===== config.mk =====
export PLATFORM = sky130hd
export DESIGN_NAME = tape_recorder
export DESIGN_NICKNAME = d
export VERILOG_FILES = /design/src/rtl/tape_recorder.sv
export SDC_FILE = /design/constraint.sdc
export NUM_CORES = 1
export LEC_CHECK = 0
export BUFFER_PORTS_ARGS = -buffer_cell sky130_fd_sc_hd__buf_2
export CAP_MARGIN = 25
export CORE_MARGIN = 2
export CORE_UTILIZATION = 56
export DETAILED_ROUTE_END_ITERATION = 6
export PLACE_DENSITY = 0.8
export SLEW_MARGIN = 20
export SYNTH_ARGS = -nofsm -noshare
export SYNTH_HDL_FRONTEND = slang
export SYNTH_SLANG_ARGS = --single-unit

===== constraint.sdc =====
create_clock -name clk_cpu -period 3.3 [get_ports clk_cpu]
set_clock_uncertainty 0.05 [all_clocks]
set_input_delay 0.33 -clock clk_cpu [delete_from_list [all_inputs] [get_ports clk_cpu]]
set_output_delay 0.33 -clock clk_cpu [all_outputs]
set_load 0.02 [all_outputs]

===== src/rtl/tape_recorder.sv =====
// MIC capture: samples the ULA MIC level on prescaled ticks, run-length encodes the
// time between level changes into CSW-style pulse bytes and streams them into SDRAM.
module tape_recorder #(
  parameter int          DIV       = 79,
  parameter int          FIFO_AW   = 4,
  parameter logic [24:0] BASE_ADDR = 25'h0400000,
  parameter logic [24:0] MAX_LEN   = 25'h0100000
) (
  input  logic        clk_cpu,
  input  logic        nRESET,
  input  logic        enable,
  input  logic        mic_in,
  output logic        wr_req,
  output logic [24:0] wr_addr,
  output logic [7:0]  wr_data,
  input  logic        wr_ack,
  output logic [24:0] rec_len,
  output logic        busy,
  output logic        overflow,
  output logic        full
);

  localparam int PW    = (DIV > 1) ? $clog2(DIV) : 1;
  localparam int DEPTH = 1 << FIFO_AW;

  typedef enum logic [2:0] {S_IDLE, S_ARMED, S_RUN, S_EMIT_LONG, S_FLUSH, S_DONE} state_t;

  logic [PW-1:0]    presc_reg;
  logic             tick, edge_det;
  logic             mic_s1_reg, mic_s2_reg, lvl_reg;
  state_t           state_reg, state_next, ret_reg, ret_next, base_next;
  logic [31:0]      run_reg, run_next, run_inc, long_reg, long_next;
  logic [2:0]       idx_reg, idx_next;
  logic             emit_req, push, arm, ovf_set;
  logic [7:0]       push_data;
  logic [7:0]       mem [DEPTH];
  logic [FIFO_AW-1:0] wp_reg, rp_reg;
  logic [FIFO_AW:0] count_reg;
  logic             pop, start_wr, space_short, space_long;
  logic [24:0]      ptr_reg;

  assign tick     = (presc_reg == PW'(DIV - 1));
  assign edge_det = tick && (mic_s2_reg != lvl_reg);
  assign run_inc  = (run_reg == 32'hFFFF_FFFF) ? run_reg : run_reg + 32'd1;

  always_ff @(posedge clk_cpu or negedge nRESET) begin
    if (!nRESET) begin
      presc_reg  <= '0;
      mic_s1_reg <= 1'b0;
      mic_s2_reg <= 1'b0;
      lvl_reg    <= 1'b0;
    end else begin
      presc_reg  <= tick ? '0 : presc_reg + 1'b1;
      mic_s1_reg <= mic_in;
      mic_s2_reg <= mic_s1_reg;
      if (tick) lvl_reg <= mic_s2_reg;
    end
  end

  // Space is judged on the registered count, so a long record's 5 slots are reserved up front.
  assign space_short = (count_reg != (FIFO_AW+1)'(DEPTH));
  assign space_long  = (32'(count_reg) + 32'd5) <= 32'(DEPTH);

  always_ff @(posedge clk_cpu or negedge nRESET) begin
    if (!nRESET) begin
      state_reg <= S_IDLE;
      ret_reg   <= S_IDLE;
      run_reg   <= '0;
      long_reg  <= '0;
      idx_reg   <= '0;
    end else begin
      state_reg <= state_next;
      ret_reg   <= ret_next;
      run_reg   <= run_next;
      long_reg  <= long_next;
      idx_reg   <= idx_next;
    end
  end

  always_comb begin
    state_next = state_reg;
    base_next  = state_reg;
    ret_next   = ret_reg;
    run_next   = run_reg;
    long_next  = long_reg;
    idx_next   = idx_reg;
    emit_req   = 1'b0;
    push       = 1'b0;
    push_data  = 8'h00;
    arm        = 1'b0;
    ovf_set    = 1'b0;
    case (state_reg)
      S_IDLE: if (enable) begin
        arm       = 1'b1;
        run_next  = '0;
        base_next = S_ARMED;
      end
      S_ARMED: begin
        if (!enable) base_next = S_DONE;
        else if (edge_det) begin
          run_next  = 32'd1;
          base_next = S_RUN;
        end
      end
      S_RUN: begin
        if (edge_det) begin
          emit_req = 1'b1;
          run_next = 32'd1;
        end else if (tick) begin
          run_next = run_inc;
        end
        base_next = enable ? S_RUN : S_FLUSH;
      end
      S_EMIT_LONG: begin
        push = 1'b1;
        case (idx_reg)
          3'd0:    push_data = 8'h00;
          3'd1:    push_data = long_reg[7:0];
          3'd2:    push_data = long_reg[15:8];
          3'd3:    push_data = long_reg[23:16];
          default: push_data = long_reg[31:24];
        endcase
        if (tick) run_next = run_inc;
        if (idx_reg == 3'd4) base_next = (ret_reg == S_RUN && !enable) ? S_FLUSH : ret_reg;
        else idx_next = idx_reg + 3'd1;
      end
      S_FLUSH: begin
        emit_req  = (run_reg != '0);
        run_next  = '0;
        base_next = S_DONE;
      end
      S_DONE: if (!enable) base_next = S_IDLE;
      default: base_next = S_IDLE;
    endcase
    state_next = base_next;
    // A pulse is either pushed whole or dropped whole; never split across a full FIFO.
    if (emit_req) begin
      if (run_reg <= 32'd255) begin
        if (space_short) begin
          push      = 1'b1;
          push_data = run_reg[7:0];
        end else begin
          ovf_set = 1'b1;
        end
      end else if (space_long) begin
        long_next  = run_reg;
        idx_next   = '0;
        ret_next   = base_next;
        state_next = S_EMIT_LONG;
      end else begin
        ovf_set = 1'b1;
      end
    end
  end

  assign start_wr = !wr_req && (count_reg != '0) && !full;
  assign pop      = (count_reg != '0) && (full || !wr_req);

  always_ff @(posedge clk_cpu) begin
    if (push) mem[wp_reg] <= push_data;
  end

  always_ff @(posedge clk_cpu or negedge nRESET) begin
    if (!nRESET) begin
      wp_reg    <= '0;
      rp_reg    <= '0;
      count_reg <= '0;
    end else begin
      if (push) wp_reg <= wp_reg + 1'b1;
      if (pop)  rp_reg <= rp_reg + 1'b1;
      if (push && !pop)      count_reg <= count_reg + 1'b1;
      else if (!push && pop) count_reg <= count_reg - 1'b1;
    end
  end

  always_ff @(posedge clk_cpu or negedge nRESET) begin
    if (!nRESET) begin
      wr_req   <= 1'b0;
      wr_addr  <= '0;
      wr_data  <= '0;
      rec_len  <= '0;
      overflow <= 1'b0;
      full     <= 1'b0;
      ptr_reg  <= '0;
    end else begin
      if (wr_req && wr_ack) begin
        wr_req  <= 1'b0;
        ptr_reg <= ptr_reg + 25'd1;
        rec_len <= rec_len + 25'd1;
        if (rec_len + 25'd1 == MAX_LEN) full <= 1'b1;
      end else if (start_wr) begin
        wr_req  <= 1'b1;
        wr_addr <= ptr_reg;
        wr_data <= mem[rp_reg];
      end
      if (ovf_set) overflow <= 1'b1;
      if (arm) begin
        rec_len  <= '0;
        overflow <= 1'b0;
        full     <= 1'b0;
        ptr_reg  <= BASE_ADDR;
      end
    end
  end

  assign busy = !(state_reg == S_IDLE || state_reg == S_DONE) || (count_reg != '0) || wr_req;

endmodule


======== Word-level counts from Yosys, hierarchy flattened ========
Memory sizes are Yosys's and may differ from the RTL's. A register that Yosys moved wholly into a read port is not among the register bits.
Index checks and enable logic that the tools add are counted.
word-level totals
  bits in registers ....................... 174
  memories ................................ 1
  RAM bits ................................ 128
  input bits .............................. 5
  word-level logic and storage cells ...... 140
cells by class
  bitwise operators ....................... 2
  reduce and logical (&&, ||, !) cells .... 33
  equality and inequality tests ........... 18
  $add $sub $neg .......................... 10
  muxes and demuxes ....................... 56
  magnitude comparators ................... 2
memory list
  name  words  width  rd ports  clocked after Yosys merged registers in  wr ports  RTL line  RTL
  mem   16     8      1         1                                        1         36        logic [7:0] mem [DEPTH];
operator list
  kind                                                   number
  two-way mux 32 bit                                     6
  case mux 32 bit (5 select lines)                       1
  two-way mux 25 bit                                     4
  adder 25 x 1 -> 25 bit (second input constant)         2
  two-way mux 3 bit                                      15
  adder 32 x 1 -> 32 bit (second input constant)         1
  == test 32 bit (second input constant)                 1
  <= comparator 32 x 8 -> 1 bit (second input constant)  1
  two-way mux 8 bit                                      4
  case mux 8 bit (4 select lines)                        1
  nonzero test 32 bit                                    1
  == test 25 x 21 -> 1 bit (second input constant)       1
  two-way mux 1 bit                                      20
  case mux 3 bit (6 select lines)                        1
  == test 3 x 2 -> 1 bit (second input constant)         5
  two-way mux 5 bit                                      2
  nonzero test 2 bit                                     5
  nonzero test 5 bit                                     2
  == test 3 bit (second input constant)                  3
  adder 4 x 1 -> 4 bit (second input constant)           2
  logical AND 1 bit                                      8
  adder 7 x 1 -> 7 bit (second input constant)           1
  == test 7 bit (second input constant)                  1
  logical NOT 1 bit                                      7
  17 further kinds                                       26

======== Longest topological paths before layout ========
  word-level depth ........................ 9
  mapped depth ............................ 15

======== Least setup slack after synthesis ========
No wires, ideal clock.
  path type ............................... flip-flop to flip-flop
  from .................................... register state_reg[1]
  to ...................................... register count_reg[4]
  data arrival time ....................... 3.094 ns
  slack ................................... 0.031 ns
  stages on the path, launching flop included .. 15
  period minus slack after synthesis ...... 3.269 ns
  cell sequence ........................... dfrtp_1 -> buf_2 -> or3b_4 -> a21o_1 -> a2111oi_4 -> a21o_1 -> buf_6 -> ha_1 -> inv_1 -> ha_1 -> a21o_1 -> a21oi_1 -> xnor2_1 -> nor2_1 -> xor2_1
between the ends
  cells in the longest elaborated chain, start to end .. 8
  elaborated cells on any way between the ends .. 13
ends and longest elaborated chain
  what                                 RTL line  RTL
  from (decl)                          31        state_t state_reg, state_next, ret_reg, ret_next, base_next;
  from (signal assigned)               72        state_reg <= state_next;
  == test 3 x 2 -> 1 bit               92        case (state_reg)
  two-way mux 1 bit                    92
  two-way mux 1 bit                    139       if (space_short) begin
  two-way mux 1 bit                    138       if (run_reg <= 32'd255) begin
  two-way mux 1 bit *                  137       if (emit_req) begin
  net push                             34        logic emit_req, push, arm, ovf_set;
  logical NOT 1 bit                    172       else if (!push && pop) count_reg <= count_reg - 1'b1;
  logical AND 1 bit                    172
  nonzero test 2 bit (no source line)  --
  to (signal assigned)                 171       if (push && !pop) count_reg <= count_reg + 1'b1;
  to (signal assigned)                 172
  to (decl)                            38        logic [FIFO_AW:0] count_reg;
The timed path passes the listed nets; every way through them passes the cells marked *.
A chain may end at the register's enable or synchronous reset.

======== Worst setup path in the final report ========
  from .................................... register run_reg[28]
  to ...................................... register count_reg[4]
between the ends
  cells in the longest elaborated chain, start to end .. 6
  elaborated cells on any way between the ends .. 10
ends and longest elaborated chain
  what                                                                  RTL line  RTL
  from (decl)                                                           32        logic [31:0] run_reg, run_next, run_inc, long_reg, long_next;
  from (signal assigned)                                                74        run_reg <= run_next;
  <= comparator 32 x 8 -> 1 bit or nonzero test 32 bit (tied branches)  138, 128
  two-way mux 1 bit or case mux 1 bit (2 select lines) (tied branches)  138, 92
  two-way mux 1 bit *                                                   137
  logical NOT 1 bit                                                     172
  logical AND 1 bit                                                     172
  nonzero test 2 bit (no source line)                                   --
Every way passes the cells marked *; elsewhere a longest branch is shown, timed or not.

==> impl_metrics.json <==
{
  "ys.warnings.count": 0,
  "largest_reg_flops": 128,
  "syn2layout_area_growth_pct": 14.1,
  "nNetsFinal": 1272,
  "netlist_area_um2": 14300,
  "arrival_ns": 3.56,
  "max_slew_margin_pct": 32.9,
  "slowest_delay_ns": 0.44,
  "ir_worst_vdd_uv": 501,
  "dp_hpwl_um": 20900,
  "gr-total-overflow": 0,
  "rows": 58,
  "worst_path_max_delay_cell": "dfrtp_1",
  "antenna_found_initial": 0,
  "vias": 9780,
  "wirelength_met1_um": 13200,
  "drt-initial-drc-count": 1003,
  "syn-num-nets": 1181,
  "vias_per_cell": 6.12,
  "clock-sinks": 310,
  "routed.top_layer": "met4",
  "endpoint_kind": "flip-flop",
  "maxSlewViolCount": 0,
  "fin_util_pct": 64.8,
  "clkLatencyLatePin_ns": 0.56,
  "synthFlopType": "dfrtp_1",
  "tns_ns": 0,
  "drive_above_1_share_pct": 22.1,
  "layout_setup_ws_ns": 0.132,
  "htreeDepth": 1,
  "synth_edf_count": 128,
  "crit_buf_inv": 1,
  "placed_cells": 1537,
  "whs_ns": 0.224,
  "path_clk_slew_ns": 0.06,
  "max_freq_mhz": 316,
  "leakagePower_nw": 6.47,
  "syn_inst": 1155,
  "critPathMaxFanout": 7,
  "route.antenna.remaining_nets": 0,
  "hold_path.class": "input pin to flip-flop",
  "period_needed_ns": 3.17,
  "grt_pass1_wl_um": 52400,
  "period_share_pct": 96.0,
  "fin_cells": 1598,
  "grt_start_max_net_pins": 102,
  "dieArea_um2": 26800,
  "cts_tree": "yes",
  "pin_count": 67,
  "start_kind": "flip-flop",
  "wl_met3_um": 2580,
  "die_y_um": 164,
  "drv_cap": 0,
  "grt_pass1_vias": 9796,
  "initial_utilization_pct": 56.8,
  "setup_viol_count_final": 0,
  "wl_um": 32700,
  "dp_slack_ns": 0.0422,
  "async_flop_share_pct": 58.7,
  "place_area_um2": 15100,
  "hold_violations": 0,
  "cts_max_path_buffers": 3,
  "synth_seq_area_share_pct": 58.9,
  "crit_family": "compound AO/OA/AOI/OAI gates",
  "ys_seq_elements": 310,
  "nFillCells": 1767,
  "die_w_um": 164,
  "routed-wl-met2_um": 15900,
  "ys_types": 70,
  "routed_wire_length_per_instance_um": 20.5,
  "status": "completed",
  "cts_inserted_buffers": 31,
  "cp_data_required_time_ns": 3.69,
  "power_mw": 10.3,
  "routabilityCongestion": 0.897,
  "drtPass1Iterations": 5,
  "core_um2": 25100,
  "max_slew.worst_pin.slew_ns": 0.997,
  "fin_area_um2": 16300,
  "port_buffers": 66,
  "powerDensity_nw_per_um2": 631,
  "crit_chain": "nor4_1 -> nand4_1 -> a2111oi_4 -> a21o_1 -> ha_4 -> inv_1 -> ha_4 -> a21o_1 -> a21oi_2 -> xnor2_2 -> nor2_1 -> xor2_1",
  "grt_usage_pct": 24.8,
  "crit_type": "flip-flop to flip-flop",
  "avgSynthCellArea_um2": 12.3,
  "drc": 0,
  "num_antenna_cells": 0,
  "cts_root_buf": "clkbuf_16"
}
[layout make-up]
class / instances / area (um2) / share of cell area, %
Timing Repair Buffer: 114 / 744 / 4.58
Sequential cell: 310 / 8400 / 51.6
Clock buffer: 38 / 832 / 5.11
Multi-Input combinational cell: 760 / 5570 / 34.3
Tap cell: 330 / 413 / 2.54
Inverter: 29 / 109 / 0.669
Clock inverter: 17 / 198 / 1.22
[logic make-up after synthesis]
logic type	count (synthesis)	share of synthesized area [%]
AO/OA/AOI/OAI	143	6.85
XOR/XNOR	92	5.70
adder cells (fa/ha/maj)	21	1.90
buffers and inverters	85	2.41
flip-flops	310	58.9
multiplexers	98	10.1
AND/OR/NAND/NOR	406	14.2
[synth_stat cells (5+ instances only)]
library cell	instances	share of area, %
a211oi_1	6	0.32
a21o_1	18	0.95
a21oi_1	28	0.98
a222oi_1	8	0.56
a22oi_1	5	0.26
and2_1	10	0.44
and3_1	13	0.57
and4_1	7	0.43
buf_1	5	0.13
buf_2	13	0.46
clkbuf_1	36	0.95
dfrtp_1	182	32
edfxtp_1	128	27
ha_1	20	1.8
inv_1	29	0.76
mux2_2	64	5.1
mux4_2	30	4.7
nand2_1	98	2.6
nand2b_1	6	0.26
nand3_1	39	1.4
nand4_1	29	1.3
nor2_1	112	2.9
nor2b_1	7	0.31
nor3_1	27	0.95
nor4_1	19	0.83
o21ai_0	41	1.4
o22ai_1	6	0.26
or3_1	14	0.61
xnor2_1	43	2.6
xor2_1	48	2.9
[worst register-to-register path, cell delays in order (launching register included)]
cell	delay, ns
dfrtp_1	0.44
nor4_1	0.39
nand4_1	0.30
a2111oi_4	0.44
a21o_1	0.19
ha_4	0.18
inv_1	0.10
ha_4	0.24
a21o_1	0.19
a21oi_2	0.19
xnor2_2	0.15
nor2_1	0.07
xor2_1	0.14
[metal layers]
metal	GRT usage [%]	up-vias
li1	-	4409
met2	41.2	435
met4	8.37	0
met5	0	-
met1	33.4	4845
met3	4.29	91
[timing repair]
item | CTS | global route
gates resized for setup | 0 | 6
buffers inserted | 0 | 3
endpoints found under the setup margin | 0 | 1
hold endpoints to repair | 101 | 0
hold buffers | 3 | 0
[final timing paths]
| check | to | cells after the start | start | slack (ns) |
|---|---|---|---|---|
| setup / recovery | count_reg[4]$_DFFE_PN0P_ | 12 | run_reg[28]$_DFFE_PN0P_ | 0.13 |
| hold / removal | state_reg[1]$_DFF_PN0_ | 3 | enable | 0.22 |
| setup reg to reg | count_reg[4]$_DFFE_PN0P_ | 12 | run_reg[28]$_DFFE_PN0P_ | 0.13 |
| hold reg to reg | mic_s2_reg$_DFF_PN0_ | 0 | mic_s1_reg$_DFF_PN0_ | 0.30 |
| max in group asynchronous | wp_reg[3]$_DFFE_PN0P_ | 3 | nRESET | 2.02 |
| min in group asynchronous | rec_len[13]$_DFFE_PN0P_ | 2 | nRESET | 0.37 |
[power by group]
part | internal (mW) | switching [mW] | total, mW
logic | 0.934 | 1.20 | 2.13
registers | 4.24 | 0.346 | 4.59
clock network | 2.09 | 1.45 | 3.54
[layout by cell type (no fill, tap or decap), types with 27 or more instances in the layout]
cell type,instances
nor3_1,27
buf_2,65
mux2_2,64
dfrtp_1,180
xnor2_1,42
nor2_1,112
mux4_2,30
nand4_1,29
buf_4,42
edfxtp_1,128
a21oi_1,27
xor2_1,48
clkbuf_16,31
nand3_1,38
o21ai_0,41
inv_1,29
nand2_1,98
Power figures use the tool's default switching activity.
